--- src/rtl/lcd_timing_gen.sv ---
// LCD panel timing generator: divided pixel tick, per-frame shadowed H/V timing, polarity control, FIFO pop.
// Optional LCD_TG_LINE_IRQ_EN adds cfg_line_cmp / line_irq (pulse at the start of a chosen active line).
module lcd_timing_gen #(
  parameter int DATA_W = 24,
  parameter int HCNT_W = 10,
  parameter int VCNT_W = 10,
  parameter int DIV_W  = 6
) (
  input  logic              HCLK,
  input  logic              HRESETn,
  input  logic              enable,
  input  logic [HCNT_W-1:0] cfg_hsw,
  input  logic [HCNT_W-1:0] cfg_hbp,
  input  logic [HCNT_W-1:0] cfg_ppl,
  input  logic [HCNT_W-1:0] cfg_hfp,
  input  logic [VCNT_W-1:0] cfg_vsw,
  input  logic [VCNT_W-1:0] cfg_vbp,
  input  logic [VCNT_W-1:0] cfg_lpp,
  input  logic [VCNT_W-1:0] cfg_vfp,
  input  logic [DIV_W-1:0]  cfg_clkdiv,
  input  logic              cfg_ihs,
  input  logic              cfg_ivs,
  input  logic              cfg_ipc,
  input  logic              cfg_ioe,
`ifdef LCD_TG_LINE_IRQ_EN
  input  logic [VCNT_W-1:0] cfg_line_cmp,
  output logic              line_irq,
`endif
  input  logic [DATA_W-1:0] pix_data,
  input  logic              pix_valid,
  output logic              pix_ready,
  output logic              lcd_dclk,
  output logic              lcd_lp,
  output logic              lcd_fp,
  output logic              lcd_ena,
  output logic [DATA_W-1:0] lcd_vd,
  output logic              frame_start,
  output logic              frame_done,
  output logic              underflow,
  output logic              busy
);

  localparam logic [2:0] V_IDLE = 3'd0;
  localparam logic [2:0] V_SYNC = 3'd1;
  localparam logic [2:0] V_BP   = 3'd2;
  localparam logic [2:0] V_ACT  = 3'd3;
  localparam logic [2:0] V_FP   = 3'd4;

  localparam logic [1:0] H_SYNC = 2'd0;
  localparam logic [1:0] H_BP   = 2'd1;
  localparam logic [1:0] H_ACT  = 2'd2;
  localparam logic [1:0] H_FP   = 2'd3;

  localparam logic [DIV_W-1:0]  DIV_ONE = 1;
  localparam logic [HCNT_W-1:0] H_ONE   = 1;
  localparam logic [VCNT_W-1:0] V_ONE   = 1;

  function automatic logic [DIV_W-1:0] div_limit(input logic [DIV_W-1:0] d);
    return (d == '0) ? DIV_ONE : d;
  endfunction

  logic [DIV_W-1:0]  div_cnt;
  logic [HCNT_W-1:0] hcnt;
  logic [VCNT_W-1:0] vcnt;
  logic [1:0]        hstate;
  logic [2:0]        vstate;
  logic              lp_p1, fp_p1, ena_p1, dclk_p1;
  logic [DATA_W-1:0] vd_p1;

  logic [HCNT_W-1:0] sh_hsw, sh_hbp, sh_ppl, sh_hfp;
  logic [VCNT_W-1:0] sh_vsw, sh_vbp, sh_lpp, sh_vfp;
  logic [DIV_W-1:0]  sh_div;
  logic              sh_ihs, sh_ivs, sh_ipc, sh_ioe;

  logic [DIV_W-1:0]  div_lim, div_n, lim_n;
  logic [HCNT_W-1:0] h_lim, hc_n;
  logic [VCNT_W-1:0] v_lim, vc_n;
  logic [1:0]        hs_n;
  logic [2:0]        vs_n;
  logic              tick, h_last, v_last, eol, eof, start, stop;
  logic              busy_n, act_n, lp_n, fp_n, ena_n, dclk_n, uf_n;
  logic [DATA_W-1:0] vd_n;

`ifdef LCD_TG_LINE_IRQ_EN
  logic [VCNT_W-1:0] sh_line_cmp;
  logic              irq_p1, irq_n;
`endif

  // Stage p0: tick, region limits and next-state decode
  always_comb begin
    div_lim = div_limit(busy ? sh_div : cfg_clkdiv);
    tick    = (div_cnt == div_lim);
    div_n   = (div_cnt >= div_lim) ? '0 : div_cnt + DIV_ONE;

    case (hstate)
      H_SYNC:  h_lim = sh_hsw;
      H_BP:    h_lim = sh_hbp;
      H_ACT:   h_lim = sh_ppl;
      default: h_lim = sh_hfp;
    endcase
    case (vstate)
      V_SYNC:  v_lim = sh_vsw;
      V_BP:    v_lim = sh_vbp;
      V_ACT:   v_lim = sh_lpp;
      default: v_lim = sh_vfp;
    endcase

    h_last = (hcnt == h_lim);
    v_last = (vcnt == v_lim);
    eol    = tick && busy && (hstate == H_FP) && h_last;
    eof    = eol && (vstate == V_FP) && v_last;
    start  = tick && enable && ((vstate == V_IDLE) || eof);
    stop   = eof && !enable;

    hs_n = hstate;
    vs_n = vstate;
    hc_n = hcnt;
    vc_n = vcnt;
    if (start || stop) begin
      vs_n = start ? V_SYNC : V_IDLE;
      hs_n = H_SYNC;
      hc_n = '0;
      vc_n = '0;
    end else if (tick && busy) begin
      if (h_last) begin
        hc_n = '0;
        hs_n = hstate + 2'd1;
        if (hstate == H_FP) begin
          if (v_last) begin
            vc_n = '0;
            case (vstate)
              V_SYNC:  vs_n = V_BP;
              V_BP:    vs_n = V_ACT;
              V_ACT:   vs_n = V_FP;
              default: vs_n = vstate;
            endcase
          end else begin
            vc_n = vcnt + V_ONE;
          end
        end
      end else begin
        hc_n = hcnt + H_ONE;
      end
    end

    busy_n = start ? 1'b1 : (stop ? 1'b0 : busy);
    // Divider limit seen next cycle: freshly loaded config on a start, else what busy_n selects
    lim_n  = div_limit((busy_n && !start) ? sh_div : cfg_clkdiv);
    dclk_n = busy_n && (div_n > (lim_n >> 1));

    act_n     = (vs_n == V_ACT) && (hs_n == H_ACT);
    pix_ready = tick && act_n;
    lp_n      = busy_n && (hs_n == H_SYNC);
    fp_n      = (vs_n == V_SYNC);
    ena_n     = act_n;

    if (pix_ready)  vd_n = pix_valid ? pix_data : '0;
    else if (act_n) vd_n = vd_p1;
    else            vd_n = '0;

    if (!enable)                       uf_n = 1'b0;
    else if (pix_ready && !pix_valid)  uf_n = 1'b1;
    else                               uf_n = underflow;

`ifdef LCD_TG_LINE_IRQ_EN
    irq_n = eol && (vs_n == V_ACT) && (vc_n == sh_line_cmp);
`endif
  end

  // Stage p1: state and registered panel outputs
  always_ff @(posedge HCLK or negedge HRESETn) begin
    if (!HRESETn) begin
      div_cnt     <= '0;
      hcnt        <= '0;
      vcnt        <= '0;
      hstate      <= H_SYNC;
      vstate      <= V_IDLE;
      busy        <= 1'b0;
      lp_p1       <= 1'b0;
      fp_p1       <= 1'b0;
      ena_p1      <= 1'b0;
      dclk_p1     <= 1'b0;
      vd_p1       <= '0;
      frame_start <= 1'b0;
      frame_done  <= 1'b0;
      underflow   <= 1'b0;
`ifdef LCD_TG_LINE_IRQ_EN
      irq_p1      <= 1'b0;
`endif
    end else begin
      div_cnt     <= div_n;
      hcnt        <= hc_n;
      vcnt        <= vc_n;
      hstate      <= hs_n;
      vstate      <= vs_n;
      busy        <= busy_n;
      lp_p1       <= lp_n;
      fp_p1       <= fp_n;
      ena_p1      <= ena_n;
      dclk_p1     <= dclk_n;
      vd_p1       <= vd_n;
      frame_start <= start;
      frame_done  <= eof;
      underflow   <= uf_n;
`ifdef LCD_TG_LINE_IRQ_EN
      irq_p1      <= irq_n;
`endif
    end
  end

  always_ff @(posedge HCLK) begin
    if (start) begin
      sh_hsw <= cfg_hsw;
      sh_hbp <= cfg_hbp;
      sh_ppl <= cfg_ppl;
      sh_hfp <= cfg_hfp;
      sh_vsw <= cfg_vsw;
      sh_vbp <= cfg_vbp;
      sh_lpp <= cfg_lpp;
      sh_vfp <= cfg_vfp;
      sh_div <= cfg_clkdiv;
      sh_ihs <= cfg_ihs;
      sh_ivs <= cfg_ivs;
      sh_ipc <= cfg_ipc;
      sh_ioe <= cfg_ioe;
`ifdef LCD_TG_LINE_IRQ_EN
      sh_line_cmp <= cfg_line_cmp;
`endif
    end
  end

  // Polarity follows the live config while idle so reset/idle levels track cfg_i* directly
  assign lcd_lp   = lp_p1   ^ (busy ? sh_ihs : cfg_ihs);
  assign lcd_fp   = fp_p1   ^ (busy ? sh_ivs : cfg_ivs);
  assign lcd_ena  = ena_p1  ^ (busy ? sh_ioe : cfg_ioe);
  assign lcd_dclk = dclk_p1 ^ (busy ? sh_ipc : cfg_ipc);
  assign lcd_vd   = vd_p1;
`ifdef LCD_TG_LINE_IRQ_EN
  assign line_irq = irq_p1;
`endif

endmodule
--- config.mk ---
export PLATFORM = sky130hd
export DESIGN_NAME = lcd_timing_gen
export DESIGN_NICKNAME = d
export VERILOG_FILES = /design/src/rtl/lcd_timing_gen.sv
export SDC_FILE = /design/constraint.sdc
export NUM_CORES = 1
export LEC_CHECK = 0
export BUFFER_PORTS_ARGS = -buffer_cell sky130_fd_sc_hd__buf_2
export CELL_PAD_IN_SITES_DETAIL_PLACEMENT = 1
export CELL_PAD_IN_SITES_GLOBAL_PLACEMENT = 2
export CORE_MARGIN = 2
export CORE_UTILIZATION = 36
export CTS_CLUSTER_DIAMETER = 30
export DETAILED_ROUTE_END_ITERATION = 6
export PLACE_DENSITY_LB_ADDON = 0.15
export SETUP_SLACK_MARGIN = 0.4
export SYNTH_ARGS = -nofsm -noshare
export SYNTH_HDL_FRONTEND = slang
export SYNTH_SLANG_ARGS = --single-unit
--- constraint.sdc ---
create_clock -name HCLK -period 8.2 [get_ports HCLK]
set_clock_uncertainty 0.05 [all_clocks]
set_input_delay 1.64 -clock HCLK [delete_from_list [all_inputs] [get_ports HCLK]]
set_output_delay 1.64 -clock HCLK [all_outputs]
set_load 0.05 [all_outputs]
==> summary.md <==
| Metric | Value |
|---|---|
| Run status | `complete, no violations` |
| Post-Synth Adder-Cell Area | `3.21%` |
| Clock Root Buffer | `clkbuf_16` |
| Mux cell area share after synthesis | `under 10%` |
| CTS resizes | `0` |
| Synth Register Bits | `around 150` |
| Compound-Gate Fraction of Synth Area | `a little under an eighth` |
| Mean Syn Cell Area | `between 10 and 15 sq um` |
| RSZ-0062 raised after global routing | `no` |
| GRT Total Usage | `17.6%` |
| Synth warn | `0` |
| Most common cell in the synthesized netlist | `edfxtp_1` |
| Number of global-route vias before repair | `~5600` |
| Initial Util | `36.6%` |
| Synth cell types | `59` |
| Num Clock Sinks | `around 150` |
| Setup Crit Path Kind | `in2out` |
| Drc violations | `0` |
| Chip Width | `between 100 and 150 microns` |
| Vias per inst | `roughly 5.2` |
| P_int | `roughly 1.3 mW` |
| FILL cells | `2212` |
| Placer Congestion | `approximately 0.84` |
| Area leader, netlist | `edfxtp_1` |
| Max-slew violation count | `0` |
| Net switching power figure | `approximately 470 uW` |
| Sw Ratio | `roughly 26%` |
| Hold crit path type | `reg2reg` |
| CP max FO | `30` |
| Nets | `just under 900` |
| ANT cells | `0` |
| Seq/Total Area, Yosys | `57.8%` |
| WL/cell | `18.0 microns` |
| WL final | `18600 microns` |
| Core area | `20200 sq um` |
| Synth top area share | `36.5%` |
| Syn_nets | `750` |
| Clk pin slew, worst setup/hold paths | `0.07 ns` |
| Gate power share | `10.7%` |
| Post-CTS Setup Bufs | `0` |
| Simple-gate area share of the yosys netlist | `between 15 and 20%` |
| Post-Syn Instances | `613` |
| Clk network pwr share | `42.8%` |
| Max Freq | `approximately 0.15 GHz` |
| Die ar. | `~22000 sq um` |
| WP data required | `approximately 6.5 ns` |
| CTS tree | `yes` |
| Hold Buf Count CTS | `0` |
| Latest clock arrival within the worst-skew pair | `~0.42 ns` |
| Final Hold Viols | `0` |
| Final period util | `between 80% and 90%` |
| Number of buffers added on ports | `150` |
| Max reg flops | `24` |
| Worst Path Arrival | `roughly 5.1 ns` |
| First-pass GRT wire length | `between 30000 and 40000 microns` |
| Final worst path period need | `between 6 and 7 ns` |
| Largest cells by area after synthesis | `edfxtp_1, dfrtp_1, mux2i_1` |
| Grt ovf | `0` |
| Rel. slew slack | `between 20 and 25%` |
| Main flop type after synthesis | `edfxtp_1` |
| CP startpoint kind | `primary input` |
| Xor/xnor share of the synthesized area | `under 10%` |
| Seq pwr share | `46.5%` |
| Pleak | `3.69 nW` |
| Row count | `52` |
| Number of max-cap violations | `0` |
| Routed Antenna Nets | `0` |
| Post-Place Cells | `approximately 1000` |
| Maximum VDD drop | `between 0.0001 and 0.00015 V` |
| Initial DRT Pass Iterations | `4` |
| Slew at the pin with the worst max-slew slack | `~1.2 ns` |
| Antenna violations before repair | `0` |
| Final setup fails | `0` |
| Clock buffer depth | `2` |
| Sum Neg Setup Slack | `0 ns` |
| Post-synth EDFFs | `90` |
| Post-synth top cells | `edfxtp_1, dfrtp_1, a21oi_1` |
| Asr flop ratio synth | `41.2%` |
| Htree depth | `4` |
| Initial DRC count | `between 200 and 250` |
| Layout cells sized above 1 | `between 30 and 40%` |
| Vias | `between 5000 and 6000` |
| CP endpoint kind | `primary output` |
| # IOs | `between 150 and 200` |
| Hpwl dp | `around 13000 microns` |
| Pwr/cell area | `203 nW/um^2` |
| Largest net degree at the start of global routing | `between 90 and 100` |
| Die height | `about 150 microns` |
| Mapped Area | `7410 sq um` |
| Final Non-Filler Cells | `slightly above 1000` |
| Area grow syn2layout | `20.9%` |
| CTS Buf Count | `17` |
| Largest family of logic cells by synthesized area | `simple AND/OR/NAND/NOR gates` |
==> metal layers <==
metal  global-route usage, %  up-vias  wire length, microns
met2                    27.3      165                  8270
met5                       0        -                     0
met3                    3.83       17                  1060
met1                    24.7     2609                  9050
met4                    5.58        0                   233
li1                        -     2572                     -
==> logic make-up after synthesis <==
group           count (synthesis)
flops                         153
fa+ha+maj                      19
buf+inv                        63
xor+xnor                       27
mux                            37
compound gates                125
simple gates                  189
==> area by class of cell <==
class | count | area [sq um] | share of cell area [%]
inverters | 29 | 109 | 1.22
well taps | 270 | 338 | 3.77
clock inverters | 15 | 150 | 1.68
repair buffers | 156 | 808 | 9.03
flip-flops and latches | 153 | 4280 | 47.8
multi-input cells | 397 | 2840 | 31.7
clock buffers | 17 | 425 | 4.75
==> stage by stage <==
step / hold slack [ns] / instance area (sq um) / util [%] / total power, mW / worst slack [ns]
after global placement: 0.456 / 8380 / 41.4 / 1.04 / 1.48
after floorplan: 0.480 / 7410 / - / 0.976 / 0.677
after global routing: 0.503 / 8950 / 44.2 / 1.90 / 1.13
after CTS: 0.461 / 8950 / 44.2 / 1.84 / 1.42
after detailed placement: 0.444 / 8380 / 41.4 / 1.06 / 1.41
final: 0.458 / 8950 / 44.2 / 1.82 / 1.44
==> cell usage in the layout (no fill, tap or decap), types with 11 or more instances in the layout <==
master / count
a21oi_1: 42
a222oi_1: 11
and3_1: 33
buf_2: 150
clkbuf_16: 17
dfrtp_1: 63
edfxtp_1: 90
ha_1: 19
inv_1: 28
mux2i_1: 27
nand2_1: 34
nand2b_1: 11
nand3_1: 11
nor2_1: 27
nor3_2: 23
o21ai_0: 21
xnor2_1: 21
==> worst max-delay path: stages <==
cell,delay [ns]
buf_2,0.11
mux2i_1,0.24
nand2_1,0.09
o21ai_0,0.17
ha_1,0.16
nand2_1,0.08
nor3_2,0.17
buf_4,0.31
and2_1,0.39
nand2_1,0.14
or4_4,0.47
o31ai_1,0.23
and3_1,0.18
buf_4,0.36
nor3_2,0.07
buf_2,0.25
==> worst paths after layout <==
kind / depth (start not counted) / endpoint / startpoint / slack (ns)
hold / removal: 2 / underflow / underflow / 0.46
setup reg to reg: 22 / dclk_p1 / busy / 2.75
max in group asynchronous: 2 / vstate[2] / HRESETn / 6.17
min in group asynchronous: 2 / vcnt[9] / HRESETn / 1.33
setup / recovery: 16 / pix_ready / cfg_clkdiv[1] / 1.44
hold reg to reg: 2 / underflow / underflow / 0.46
==> power groups by stage <==
| stage | logic [mW] | clock network [mW] | registers, mW |
|---|---|---|---|
| after floorplan | 0.121 | 0 | 0.856 |
| after global placement | 0.181 | 0 | 0.861 |
| after detailed placement | 0.196 | 0 | 0.860 |
| after CTS | 0.197 | 0.797 | 0.844 |
| after global routing | 0.223 | 0.833 | 0.846 |
| final | 0.195 | 0.778 | 0.845 |
Note: power is estimated with default switching activity, not from simulation.
